===== src/rtl/mem_arb_pkg.sv =====
// Shared types and latency limits for the two-requester memory port arbiter.
// Imported by mem_arb_pick and mem_port_arbiter.
package mem_arb_pkg;

  typedef enum logic [1:0] {
    IDLE  = 2'd0,
    ISSUE = 2'd1,
    WAIT  = 2'd2,
    RESP  = 2'd3
  } arb_state_t;

  typedef enum logic {
    REQ_IF = 1'b0,
    REQ_D  = 1'b1
  } req_id_t;

  localparam int MEM_LAT_MIN = 1;
  localparam int MEM_LAT_MAX = 4;
  // Wait counter holds MEM_LAT-1, so MEM_LAT_MAX-1 must fit.
  localparam int LAT_CNT_W   = 2;

  // Out-of-range latencies are pulled back into the supported window.
  function automatic int clamp_lat(input int lat);
    if (lat < MEM_LAT_MIN) return MEM_LAT_MIN;
    if (lat > MEM_LAT_MAX) return MEM_LAT_MAX;
    return lat;
  endfunction

endpackage


===== src/rtl/mem_arb_pick.sv =====
// Combinational winner select between IF and D requests; zero latency, no state.
// MEM_ARB_RR_EN: ties go to i_favour; otherwise D beats IF and i_favour is ignored.
module mem_arb_pick
  import mem_arb_pkg::*;
(
  input  logic    i_if_req,
  input  logic    i_d_req,
  input  req_id_t i_favour,
  output logic    o_any,
  output req_id_t o_winner
);

  assign o_any = i_if_req | i_d_req;

`ifdef MEM_ARB_RR_EN
  always_comb begin
    o_winner = REQ_IF;
    if (i_if_req && i_d_req) begin
      o_winner = i_favour;
    end else if (i_d_req) begin
      o_winner = REQ_D;
    end
  end
`else
  logic w_unused_favour;
  assign w_unused_favour = i_favour;

  always_comb begin
    o_winner = REQ_IF;
    if (i_d_req) begin
      o_winner = REQ_D;
    end
  end
`endif

endmodule


===== src/rtl/mem_port_arbiter.sv =====
// Shares one single-port memory between IF and D requesters via IDLE/ISSUE/WAIT/RESP.
// gnt one cycle after req is seen in IDLE, rvalid MEM_LAT+1 cycles after gnt; requesters hold req until gnt.
// MEM_ARB_RR_EN selects round-robin tie-breaking; default is fixed D-over-IF priority.
module mem_port_arbiter
  import mem_arb_pkg::*;
#(
  parameter int ADDR_W  = 8,
  parameter int DATA_W  = 32,
  parameter int MEM_LAT = 1
) (
  input  logic              clk,
  input  logic              clr_n,
  input  logic              if_req,
  input  logic [ADDR_W-1:0] if_addr,
  output logic              if_gnt,
  output logic              if_rvalid,
  output logic [DATA_W-1:0] if_rdata,
  input  logic              d_req,
  input  logic              d_we,
  input  logic [ADDR_W-1:0] d_addr,
  input  logic [DATA_W-1:0] d_wdata,
  output logic              d_gnt,
  output logic              d_rvalid,
  output logic [DATA_W-1:0] d_rdata,
  output logic              mem_en,
  output logic              mem_wen,
  output logic [ADDR_W-1:0] mem_addr,
  output logic [DATA_W-1:0] mem_data_in,
  input  logic [DATA_W-1:0] mem_data_out,
  output logic              busy
);

  localparam int                   LAT      = clamp_lat(MEM_LAT);
  localparam logic [LAT_CNT_W-1:0] LAT_LOAD = LAT_CNT_W'(LAT - 1);

  arb_state_t           r_state;
  arb_state_t           w_state_nxt;
  req_id_t              r_id;
  logic                 r_we;
  logic [ADDR_W-1:0]    r_addr;
  logic [DATA_W-1:0]    r_wdata;
  logic [LAT_CNT_W-1:0] r_cnt;
  logic [DATA_W-1:0]    r_if_rdata;
  logic [DATA_W-1:0]    r_d_rdata;
  logic                 w_pick_any;
  req_id_t              w_pick_id;
  req_id_t              w_favour;
  logic                 w_latch;
  logic                 w_capture;

`ifdef MEM_ARB_RR_EN
  // Names the requester that wins the next tie: the one not granted last.
  req_id_t r_rr_ptr;

  always_ff @(posedge clk or negedge clr_n) begin
    if (!clr_n) begin
      r_rr_ptr <= REQ_IF;
    end else if (r_state == ISSUE) begin
      r_rr_ptr <= (r_id == REQ_IF) ? REQ_D : REQ_IF;
    end
  end

  assign w_favour = r_rr_ptr;
`else
  assign w_favour = REQ_IF;
`endif

  mem_arb_pick u_pick (
    .i_if_req (if_req),
    .i_d_req  (d_req),
    .i_favour (w_favour),
    .o_any    (w_pick_any),
    .o_winner (w_pick_id)
  );

  always_ff @(posedge clk or negedge clr_n) begin
    if (!clr_n) begin
      r_state <= IDLE;
    end else begin
      r_state <= w_state_nxt;
    end
  end

  always_comb begin
    w_state_nxt = r_state;
    w_latch     = 1'b0;
    w_capture   = 1'b0;
    if_gnt      = 1'b0;
    d_gnt       = 1'b0;
    if_rvalid   = 1'b0;
    d_rvalid    = 1'b0;
    mem_en      = 1'b0;
    mem_wen     = 1'b0;
    case (r_state)
      IDLE: begin
        if (w_pick_any) begin
          w_latch     = 1'b1;
          w_state_nxt = ISSUE;
        end
      end
      ISSUE: begin
        if_gnt      = (r_id == REQ_IF);
        d_gnt       = (r_id == REQ_D);
        mem_en      = 1'b1;
        mem_wen     = r_we;
        w_state_nxt = WAIT;
      end
      WAIT: begin
        mem_en = 1'b1;
        if (r_cnt == '0) begin
          w_capture   = 1'b1;
          w_state_nxt = RESP;
        end
      end
      RESP: begin
        if_rvalid   = (r_id == REQ_IF);
        d_rvalid    = (r_id == REQ_D);
        w_state_nxt = IDLE;
      end
      default: w_state_nxt = IDLE;
    endcase
  end

  // The access is frozen at acceptance so requesters may move on after gnt.
  always_ff @(posedge clk or negedge clr_n) begin
    if (!clr_n) begin
      r_id    <= REQ_IF;
      r_we    <= 1'b0;
      r_addr  <= '0;
      r_wdata <= '0;
    end else if (w_latch) begin
      r_id <= w_pick_id;
      if (w_pick_id == REQ_D) begin
        r_we    <= d_we;
        r_addr  <= d_addr;
        r_wdata <= d_wdata;
      end else begin
        r_we    <= 1'b0;
        r_addr  <= if_addr;
        r_wdata <= '0;
      end
    end
  end

  always_ff @(posedge clk or negedge clr_n) begin
    if (!clr_n) begin
      r_cnt <= '0;
    end else if (r_state == ISSUE) begin
      r_cnt <= LAT_LOAD;
    end else if ((r_state == WAIT) && (r_cnt != '0)) begin
      r_cnt <= r_cnt - LAT_CNT_W'(1);
    end
  end

  // Writes leave both read-data registers untouched.
  always_ff @(posedge clk or negedge clr_n) begin
    if (!clr_n) begin
      r_if_rdata <= '0;
      r_d_rdata  <= '0;
    end else if (w_capture && !r_we) begin
      if (r_id == REQ_D) begin
        r_d_rdata <= mem_data_out;
      end else begin
        r_if_rdata <= mem_data_out;
      end
    end
  end

  assign if_rdata    = r_if_rdata;
  assign d_rdata     = r_d_rdata;
  assign mem_addr    = r_addr;
  assign mem_data_in = r_wdata;
  assign busy        = (r_state != IDLE);

endmodule


===== config.mk =====
export PLATFORM = sky130hd
export DESIGN_NAME = mem_port_arbiter
export DESIGN_NICKNAME = d
export VERILOG_FILES = /design/src/rtl/mem_arb_pkg.sv /design/src/rtl/mem_arb_pick.sv /design/src/rtl/mem_port_arbiter.sv
export SDC_FILE = /design/constraint.sdc
export NUM_CORES = 1
export LEC_CHECK = 0
export BUFFER_PORTS_ARGS = -buffer_cell sky130_fd_sc_hd__buf_2
export CAP_MARGIN = 10
export CORE_MARGIN = 5
export CORE_UTILIZATION = 47
export CTS_BUF_LIST = sky130_fd_sc_hd__clkbuf_4 sky130_fd_sc_hd__clkbuf_8 sky130_fd_sc_hd__clkbuf_16
export DETAILED_ROUTE_END_ITERATION = 10
export HOLD_SLACK_MARGIN = 0.06
export PLACE_DENSITY = 0.79
export SYNTH_ARGS = -nofsm -noshare
export SYNTH_HDL_FRONTEND = slang
export SYNTH_SLANG_ARGS = --single-unit

===== constraint.sdc =====
create_clock -name clk -period 2.3 [get_ports clk]
set_input_delay 0.115 -clock clk [delete_from_list [all_inputs] [get_ports clk]]
set_output_delay 0.115 -clock clk [all_outputs]
set_load 0.03 [all_outputs]

==> results.yml, run 1 <==
synthesis:
  synth_common_cells: "110 x dfrtp_1, 78 x nand2_1, 33 x mux2_2, 33 x nand3_1, 30 x mux2_4"
  synthCells: 349
  yosysMostFrequentCell: "dfrtp_1"
  yosysSeqAreaShare: 0.608
  syn_area_mm2: 0.00453
  synth_area_leader_cell: "dfrtp_1"
  syn_nets: 440
  synth_area_per_cell_um2: 13.0
  synthArstFlopShare: 1.00
  synth_area_leaders: "dfrtp_1 61%, mux2_4 10%, mux2_2 8.2%"
  yosysUniqueCellTypes: 23
  synth_top_area_share: 0.608
  yosysWarnings: 0
  ys_ff_latch: 110
  synth_edf_count: 0
  synthFlopType: "dfrtp_1"
power_and_ir_drop:
  combPwrFrac: 0.542
  p_leak_nw: 3.50
  switchingPower_mw: 4.85
  internal_power_mw: 5.33
  power_density_mw_per_mm2: 1530
  ir_drop_mv: 0.920
  swShare: 0.476
  pwr-share-clk: 0.113
  seq_power_share: 0.345
timing:
  period_minus_slack_ps: 2020
  tns_ps: 0
  slew-limit-headroom: 0.197
  rsz0062_at_grt: "no"
  fin_crit_sh: 0.880
  setup_violations: 0
  finalMaxSlewViolations: 0
  hold_viol_final: 0
  clock_skew_ps: 17.3
  tightest_slew_ps: 1200
  fmax_ghz: 0.494
status:
  status: "complete, no violations"
die:
  pin_count: 196
  rows: 35
  coreArea_mm2: 0.00933
  initial_core_util: 0.485
  die_y_um: 108
  die-width_um: 108
  die_area_mm2: 0.0117
critical_path:
  worst-path-max-fanout: 32
  r2r-end: "d_rdata[20]"
  r2r-start: "r_state[0]"
  end_kind: "primary output"
  required_ps: 2180
  critPathLaunchType: "flop"
  rr_worst_depth: 5
  cp.arrival_ps: 1910
  reg2reg_slack_ps: 300
  path_class: "flop to primary output"
routing:
  vias: 3738
  drt-initial-drc-count: 153
  viasPerCell: 4.95
  wl_per_cell_um: 17.5
  postRouteAntennaNets: 0
  dr.pass1.iters: 5
  wl_mm: 13.2
  post-route-drc-count: 0
global_routing:
  grt.overflow.total: 0
  grt_max_degree: 57
  antenna_found_initial: 0
  grt_pass1_wl_mm: 21.5
  grt_pass1_vias: 4133
  grt.total_usage: 0.236
placement:
  portBuffers: 195
  routabilityCongestion: 0.744
  dpl.hpwl_mm: 8.28
  dpl-instance-area_mm2: 0.00563
layout:
  fillCellCount: 636
  drive_gt1_frac: 0.452
  syn_to_final_growth_pct: 46.6
  antennaDiodeCount: 0
  fin_area_mm2: 0.00663
  layout.nets: 712
  postLayoutCoreUtil: 0.711
min_path:
  whs_endpoint: "mem_addr[1]"
  hold_class: "primary input to flop"
  holdCritStartpoint: "d_addr[1]"
  hold_depth: 3
clocking:
  clk_path_buf_depth: 2
  cts_inserted_buffers: 9
  path_clk_slew_ps: 110
  clock_latency_ps: 370
  postCtsSetupRepairBufs: 0
  cts_tree: "yes"
  clockRootBuffer: "clkbuf_8"
  cts_max_level: 3
  cts.sinks: 110
run:
  drv_cap: 0
worst max-delay path by stage:
stage	startpoint	to	slack, ps	cells after the start
CTS	r_state[0]	busy	280	5
global placement	r_state[0]	d_rdata[16]	400	5
global route	r_state[0]	busy	120	5
detailed placement	r_state[0]	d_rdata[15]	330	5
floorplan	r_state[0]	if_rdata[10]	620	6
finish	r_state[0]	busy	280	5
registers in the layout, indices dropped and copies added (netlist names):
name / count
d_rdata: 32
if_rdata: 32
mem_data_in: 32
mem_addr: 8
r_cnt: 2
r_state: 2
r_id: 1
r_we: 1
worst max-delay path, cell delays in order (launching register included):
cell     delay [ps]
dfrtp_1         430
inv_1           120
ha_1            330
buf_4           380
inv_1            80
buf_2           180
cells in the final DEF (no fill, tap or decap), drive strengths merged:
master | netlist | final
buf | 13 | 201
dfrtp | 110 | 110
dlygate4sd3 | 0 | 80
nand2 | 78 | 78
mux2 | 65 | 65
nand3 | 33 | 33
clkbuf | 7 | 9
o21ai | 9 | 9
mux2i | 8 | 8
inv | 5 | 8
ha | 6 | 6
clkinv | 0 | 4
and2 | 3 | 3
nor2b | 3 | 3
nor2 | 3 | 3
xnor2 | 1 | 1
nor3 | 1 | 1
nand4b | 1 | 1
nor3b | 1 | 1
o32a | 1 | 1
a211oi | 1 | 1
metrics by stage:
step	power [mW]	cells	hold WS, ps	setup slack, ps
after floorplan	7.29	349	-181	616
after global placement	8.72	659	49.0	403
after detailed placement	8.91	659	55.7	330
after CTS	10.2	755	75.8	278
after global routing	10.8	755	97.7	124
final	10.2	755	99.6	275
layout make-up:
cell class,count,area (um2),area share
sequential,110,2750,0.415
timing repair buffer,281,1860,0.281
multi-input combinational,214,1640,0.247
tap,129,161,0.0243
clock buffer,9,124,0.0187
clock inverter,7,78.8,0.0119
inverter,5,18.8,0.00283
power groups by stage:
stage | logic (mW) | registers (mW) | clock network, mW
4_1_cts | 5.50 | 3.49 | 1.19
6_report | 5.52 | 3.51 | 1.15
5_1_grt | 5.88 | 3.63 | 1.26
2_1_floorplan | 1.94 | 5.34 | 0
3_5_place_dp | 5.39 | 3.51 | 0
3_3_place_gp | 5.26 | 3.46 | 0
what timing repair did:
item	in CTS	in global routing
endpoints found under the hold margin	184	0
endpoints found under the setup margin	0	0
gates resized for setup	0	0
hold buffers	80	0
cell families after synthesis:
kind of cell               share of synthesized area
DFF                                            0.608
xor gates and xnor gates                     0.00194
adders and majority gates                     0.0166
buffers and inverters                         0.0326
and+or+nand+nor                                0.122
muxes                                          0.204
AOI/OAI and AO/OA                             0.0138
layer usage:
metal  wire (um)  GRT usage  vias up
met2        6520      0.402      184
met4         314     0.0821        0
met1        4970      0.278     1817
met5           0          0        -
met3        1410     0.0800       25
li1            -          -     1712
(Power assumes the default switching activity.)
==> inputs of run 2 (changes only) <==
--- a/config.mk
+++ b/config.mk
@@ -8,11 +8,11 @@
 export BUFFER_PORTS_ARGS = -buffer_cell sky130_fd_sc_hd__buf_2
 export CAP_MARGIN = 10
 export CORE_MARGIN = 5
-export CORE_UTILIZATION = 47
+export CORE_UTILIZATION = 35
 export CTS_BUF_LIST = sky130_fd_sc_hd__clkbuf_4 sky130_fd_sc_hd__clkbuf_8 sky130_fd_sc_hd__clkbuf_16
 export DETAILED_ROUTE_END_ITERATION = 10
+export GPL_TIMING_DRIVEN = 0
 export HOLD_SLACK_MARGIN = 0.06
-export PLACE_DENSITY = 0.79
 export SYNTH_ARGS = -nofsm -noshare
 export SYNTH_HDL_FRONTEND = slang
 export SYNTH_SLANG_ARGS = --single-unit
==> results.yml, run 2 (synthesized netlist as in run 1, its figures left out) <==
status:
  status: "complete, no violations"
die:
  die_y_um: 124
  initial_core_util: 0.357
  pin_count: 196
  coreArea_mm2: 0.0127
  rows: 41
  die_area_mm2: 0.0153
  die-width_um: 124
timing:
  fmax_ghz: 0.503
  rsz0062_at_grt: "no"
  setup_violations: 0
  tightest_slew_ps: 620
  hold_viol_final: 0
  slew-limit-headroom: 0.587
  fin_crit_sh: 0.864
  clock_skew_ps: 6.18
  period_minus_slack_ps: 1990
  finalMaxSlewViolations: 0
  tns_ps: 0
clocking:
  postCtsSetupRepairBufs: 0
  cts_inserted_buffers: 9
  cts_max_level: 3
  post_cts_resized: 0
  cts.sinks: 110
  clk_path_buf_depth: 2
  cts_tree: "yes"
  path_clk_slew_ps: 70
  clockRootBuffer: "clkbuf_16"
  clock_latency_ps: 350
routing:
  drt-initial-drc-count: 154
  wl_mm: 12.4
  dr.pass1.iters: 4
  wl_per_cell_um: 15.4
  viasPerCell: 4.53
  postRouteAntennaNets: 0
  vias: 3647
  post-route-drc-count: 0
power_and_ir_drop:
  total_power_mw: 10.5
  combPwrFrac: 0.526
  switchingPower_mw: 4.73
  p_leak_nw: 3.55
  pwr-share-clk: 0.143
  seq_power_share: 0.331
  power_density_mw_per_mm2: 1550
  internal_power_mw: 5.74
  ir_drop_mv: 0.693
  swShare: 0.452
placement:
  portBuffers: 194
  routabilityCongestion: 0.766
  dpl.hpwl_mm: 8.56
global_routing:
  use_met1: 0.210
  grt_max_degree: 67
  antenna_found_initial: 0
  use_met2: 0.274
  grt_pass1_vias: 3899
  grt.overflow.total: 0
  grt.total_usage: 0.169
  grtUsageMet3: 0.0477
  grt_pass1_wl_mm: 20.0
  grt_most_used_layer: "met2"
layout:
  final_common_cell: "buf_2"
  layout_common_cells: "200 x buf_2, 110 x dfrtp_1, 78 x nand2_1, 74 x dlygate4sd3_1"
  layout.nets: 719
  syn_to_final_growth_pct: 49.6
  antennaDiodeCount: 0
  drive_gt1_frac: 0.457
critical_path:
  crit_path_max_incr_delay_ps: 440
  required_ps: 2530
  end_kind: "flop"
  critPathSlowestCell: "nor3b_1"
  path_cells: "inv_1 > ha_1 > buf_2 > nor3b_1 > nor2_1 > mux2_2"
  path_class: "flop to flop"
  worst-path-max-fanout: 19
  cp.arrival_ps: 2220
  critPathLaunchType: "flop"
min_path:
  hold_class: "primary input to flop"
run:
  drv_cap: 0
-- run 2: cell count changes in the layout (fill, tap and decap cells not counted), moves of 6 or more --
cell / before / now
buf_2: 194 / 200
clkbuf_16: 0 / 9
clkbuf_1: 0 / 6
dlygate4sd3_1: 80 / 74
buf_6: 0 / 6
clkbuf_8: 9 / 2
-- run 2: path summary, 6_finish.rpt --
check	startpoint	to	slack (ps)	depth (start not counted)
worst max-delay path	r_state[0]	r_state[1]	310	6
worst min-delay path	d_addr[4]	mem_addr[4]	70	3
min in group asynchronous	clr_n	if_rdata[5]	310	2
worst min register to register	mem_data_in[14]	mem_data_in[14]	470	2
max in group asynchronous	clr_n	d_rdata[16]	1250	3
worst max register to register	r_state[0]	r_state[1]	310	6
-- run 2: layout make-up --
type	count	area, um2
multi-input combinational	214	1630
sequential	110	2750
inverter	5	18.8
fill	1100	5900
timing repair buffer	269	1740
clock buffer	12	260
tap	172	215
clock inverter	4	30.0
buffer	19	125
-- run 2: power groups by stage --
| stage | logic, mW | registers, mW | clock network, mW |
|---|---|---|---|
| floorplan | 1.94 | 5.34 | 0 |
| global placement | 5.42 | 3.44 | 0 |
| detailed placement | 5.46 | 3.48 | 0 |
| CTS | 5.57 | 3.46 | 1.56 |
| global route | 5.91 | 3.60 | 1.65 |
| finish | 5.51 | 3.47 | 1.50 |
-- run 2: critical path: cells and delay by family, from the launching register on --
family | cells | cell delay [ps]
and+or+nand+nor | 2 | 560
buffers and inverters | 2 | 450
DFF | 1 | 420
muxes | 1 | 290
adders and majority gates | 1 | 150
-- run 2: stage by stage --
stage	util	area, um2	setup slack, ps	instances	hold slack [ps]
detailed placement	0.453	5740	349	716	172
floorplan	-	4530	616	349	-181
global route	0.534	6770	153	805	95.4
finish	0.534	6770	314	805	66.6
CTS	0.535	6770	134	806	60.7
global placement	0.451	5710	-210	715	348
-- run 2: per-layer routing --
metal	vias to the layer above	part of all wire	wire, um
met5	-	0	0
met1	1722	0.42	5180
li1	1735	-	-
met2	171	0.47	5820
met4	0	0.023	282
met3	19	0.087	1080
-- run 2: timing repair --
item | in CTS | in global routing
hold buffers | 74 | 0
hold endpoints to repair | 146 | 0
endpoints found under the setup margin | 0 | 1
